<file path="src/rtl/iob_regfile_drain_pkg.sv">
// Shared types for the register-file drain engine.
package iob_regfile_drain_pkg;

    typedef enum logic [1:0] {
        IDLE  = 2'd0,
        FETCH = 2'd1,
        SEND  = 2'd2,
        DONE  = 2'd3
    } state_t;

endpackage

</file>
<file path="src/rtl/iob_regfile_drain.sv">
// Drains every register-file entry onto a valid/ready stream, one word per two cycles.
// Optional clear-on-read when IOB_REGFILE_DRAIN_CLEAR_EN is defined.
module iob_regfile_drain
    import iob_regfile_drain_pkg::*;
#(
    parameter int ADDR_W = 2,
    parameter int DATA_W = 32
) (
    input  logic              ap_clk,
    input  logic              rst,
    input  logic              start,
    output logic              busy,
    output logic              done,
    output logic [ADDR_W-1:0] rf_addr,
    output logic              rf_we,
    output logic [DATA_W-1:0] rf_w_data,
    input  logic [DATA_W-1:0] rf_r_data,
    output logic              m_valid,
    input  logic              m_ready,
    output logic [DATA_W-1:0] m_data,
    output logic [ADDR_W-1:0] m_addr,
    output logic              m_last
);

    localparam logic [ADDR_W-1:0] LAST_IDX = '1;

    state_t            state, state_nxt;
    logic [ADDR_W-1:0] idx, idx_nxt;
    logic              start_q;
    logic              start_rise;
    logic              hs;

    // Only a rising start launches a drain, so a level held past DONE
    // cannot retrigger a second pass.
    assign start_rise = start && !start_q;
    assign hs         = (state == SEND) && m_ready && !rst;

    always_ff @(posedge ap_clk) begin
        if (rst) begin
            state   <= IDLE;
            idx     <= '0;
            start_q <= 1'b0;
            m_data  <= '0;
            m_addr  <= '0;
            m_last  <= 1'b0;
        end else begin
            state   <= state_nxt;
            idx     <= idx_nxt;
            start_q <= start;
            if (state == FETCH) begin
                m_data <= rf_r_data;
                m_addr <= idx;
                m_last <= (idx == LAST_IDX);
            end
        end
    end

    always_comb begin
        state_nxt = state;
        idx_nxt   = idx;
        case (state)
            IDLE: begin
                if (start_rise) begin
                    state_nxt = FETCH;
                    idx_nxt   = '0;
                end
            end
            FETCH: state_nxt = SEND;
            SEND: begin
                if (hs) begin
                    if (idx == LAST_IDX) begin
                        state_nxt = DONE;
                    end else begin
                        idx_nxt   = idx + 1'b1;
                        state_nxt = FETCH;
                    end
                end
            end
            DONE:    state_nxt = IDLE;
            default: state_nxt = IDLE;
        endcase
    end

    // Outputs are masked by rst so reset takes effect in the same cycle.
    assign m_valid   = (state == SEND) && !rst;
    assign busy      = (state != IDLE) && !rst;
    assign done      = (state == DONE) && !rst;
    assign rf_addr   = (!rst && (state == FETCH || state == SEND)) ? idx : '0;
    assign rf_w_data = '0;

`ifdef IOB_REGFILE_DRAIN_CLEAR_EN
    assign rf_we = hs;
`else
    assign rf_we = 1'b0;
`endif

endmodule

</file>
<file path="config.mk">
export PLATFORM = sky130hd
export DESIGN_NAME = iob_regfile_drain
export DESIGN_NICKNAME = d
export VERILOG_FILES = /design/src/rtl/iob_regfile_drain_pkg.sv /design/src/rtl/iob_regfile_drain.sv
export SDC_FILE = /design/constraint.sdc
export NUM_CORES = 1
export LEC_CHECK = 0
export BUFFER_PORTS_ARGS = -buffer_cell sky130_fd_sc_hd__buf_4
export CELL_PAD_IN_SITES_DETAIL_PLACEMENT = 0
export CELL_PAD_IN_SITES_GLOBAL_PLACEMENT = 1
export CORE_MARGIN = 4
export CORE_UTILIZATION = 31
export DETAILED_ROUTE_END_ITERATION = 8
export GPL_ROUTABILITY_DRIVEN = 0
export PLACE_DENSITY = 0.78
export SYNTH_ARGS = -nofsm -noshare
export SYNTH_HDL_FRONTEND = slang
export SYNTH_SLANG_ARGS = --single-unit
</file>
<file path="constraint.sdc">
create_clock -name ap_clk -period 1.75 [get_ports ap_clk]
set_clock_uncertainty 0.05 [all_clocks]
set_input_delay 0.35 -clock ap_clk [delete_from_list [all_inputs] [get_ports ap_clk]]
set_output_delay 0.35 -clock ap_clk [all_outputs]
set_load 0.01 [all_outputs]
</file>
==> results.toml <==
[grt]
grt_pass1_vias = 1366
grt_pass1_wl_mm = 6.31
grt_max_degree = 30
antenna_found_initial = 0
grt_use_total = 0.106
overflow = 0

[timing]
drv_slew = 0
period_needed_ns = 1.69
min_period_over_period = 0.967
hold_slack_ns = 0.244
setup_violations = 0
final_hold_viol_count = 0
grt_setup_unrepaired = "true"
fmax_mhz = 591

[logic_synthesis]
synth-seq-cells = 40
seq_area_frac_synth = 0.429
yosysMostFrequentCell = "dfxtp_1"
synth-edff-count = 0
netlist_area_um2 = 1870
synth_top_area_frac = 0.429
synth_flop_cell = "dfxtp_1"
ys_top_cells_by_area = "dfxtp_1 43%, mux2i_1 19%, buf_4 14%"
yosysUniqueCellTypes = 26
avgSynthCellArea_um2 = 9.62
synth_adder_area_share = 0.0402
synthMuxAreaShare = 0.193
ys_top_cells_by_count = "40 x dfxtp_1, 39 x nor2_1, 36 x mux2i_1, 35 x buf_4"
synth_top_family_by_area = "multiplexers"
yosys_warnings = 0
syn_inst = 194
synth-xor-area-share = 0
async_flop_share = 0
synth_compound_area_frac = 0.0255
synth-simple-area-share = 0.146
yosysTopAreaCell = "dfxtp_1"

[finish]
layout.nets = 314
area_delta_synth_final_pct = 35.7
fin_area_um2 = 2530
drive_above_1_share = 0.366
antenna_cells = 0

[critical_path]
cp_num_buf_inv = 2
critical_path_class = "reg2out"
worstPathMaxFanout = 4
crit_family = "flip-flops"
worstPathCellList = "inv_2 > ha_1 > and2_1 > buf_4"
startpoint = "state[1]"
max_stage_delay_ns = 0.36
critPathCaptureType = "primary output"
crit_arrival_ns = 1.29
crit_required_ns = 1.35
r2r-start = "idx[0]"
crit_slowest_cell = "dfxtp_2"
critPathLaunchType = "flop"

[worst_hold_path]
hp-class = "in2reg"
hold_start = "rf_r_data[14]"

[power_and_ir_drop]
peakVddDrop_uv = 399
switching_share = 0.299
internal_power_uw = 1960
seqPwrFrac = 0.397
power.total_uw = 2790
clkPwrFrac = 0.265
leakagePower_uw = 0.00121
comb_power_share = 0.338
p_sw_uw = 833
p_per_area_nw_per_um2 = 1100

[routing]
drc = 0
antenna_left = 0
viasPerCell = 4.16
wirelength_mm = 3.86
wire_per_inst_um = 11.2
vias = 1434
dr.pass1.iters = 4
drt_iter0_drc = 17

[clock_network]
cts.sink_count = 40
htreeDepth = 2
cts_root_buffer = "clkbuf_8"
clockBufferDepth = 2
clk_pin_slew_ns = 0.08
clk_latency_ns = 0.29
cts_buffers = 5
cts_tree = "done"

[die]
core_um2 = 5680
die_h_um = 85.6
start_util = 0.329
fp.dieW_um = 85.6
die_area_um2 = 7320
rows = 27
ios = 109

[place]
dp_hpwl_mm = 2.97
dpl_cell_area_um2 = 2400
portBuffers = 75

[flow_run]
drv_cap = 0

[run_status]
outcome = "finished clean"
-- sequential cells by signal, indices dropped and copies added, names as in the netlist --
name     cells
start_q      1
idx          2
state        2
m_addr       2
m_data      32
m_last       1
-- metrics by stage --
stage	std cells	worst slack [ns]	setup TNS [ns]	utilization
after floorplan	226	0.148	0	-
after global placement	336	0.198	0	0.423
after detailed placement	336	0.161	0	0.423
after CTS	344	0.0232	0	0.443
after global routing	345	-0.0381	-0.0723	0.446
final	345	0.0576	0	0.446
-- layout by cell type (no fill, tap or decap) --
cell	n
a21o_1	1
a21oi_1	3
a31oi_1	1
a32oi_1	1
and2_0	1
and2_1	1
and2_4	1
buf_12	1
buf_4	81
bufinv_16	1
clkbuf_8	5
clkinv_2	1
clkinvlp_4	1
conb_1	33
dfxtp_1	38
dfxtp_2	2
ha_1	4
ha_2	2
inv_1	1
inv_2	1
mux2i_1	36
nand2_1	1
nand2b_1	1
nand2b_4	1
nand3_1	2
nand3b_1	1
nor2_1	37
nor2_2	2
nor2b_1	5
nor2b_2	1
nor3_1	3
o21ai_0	2
or4b_1	1
-- tightest hold or removal path, delay by kind of cell --
family                 cells  cell delay, ns
muxes                      1            0.05
and+or+nand+nor            1            0.07
buffers and inverters      1            0.08
-- power groups by stage --
stage | combinational [uW] | clock (uW) | sequential (uW)
3_3_place_gp | 939 | 0 | 1120
4_1_cts | 949 | 782 | 1110
6_report | 943 | 740 | 1110
5_1_grt | 1040 | 824 | 1130
3_5_place_dp | 947 | 0 | 1130
2_1_floorplan | 563 | 0 | 1180
-- logic make-up after synthesis --
kind of cell,after synthesis
other cells,1
simple gates,58
flops,40
mux,36
buf+inv,45
fa+ha+maj,6
compound gates,8
-- worst paths after layout --
kind,to,slack [ns],depth (start not counted)
max reg2reg,idx[0],0.22,4
min reg2reg,m_data[14],0.44,2
min,m_data[14],0.24,3
max,rf_addr[1],0.06,4
-- layout make-up --
class / count / area [um^2]
tap: 72 / 90.1
timing repair buffer: 82 / 628
sequential: 40 / 803
clock inverter: 3 / 42.5
fill: 575 / 3140
inverter: 2 / 7.51
multi-input combinational: 141 / 891
clock buffer: 5 / 68.8
-- layer usage --
metal	global-route usage	share of wire	up-vias
li1	-	-	726
met1	0.130	0.41	647
met2	0.168	0.48	59
met3	0.0509	0.11	2
met4	0.0273	0.0034	0
met5	0	0	-
-- what timing repair did --
item,CTS,global route
hold buffers,0,0
setup endpoints to repair,3,4
setup buffers,0,1
pin swaps,0,1
resized for setup,2,5
Note: power is estimated with default switching activity, not from simulation.
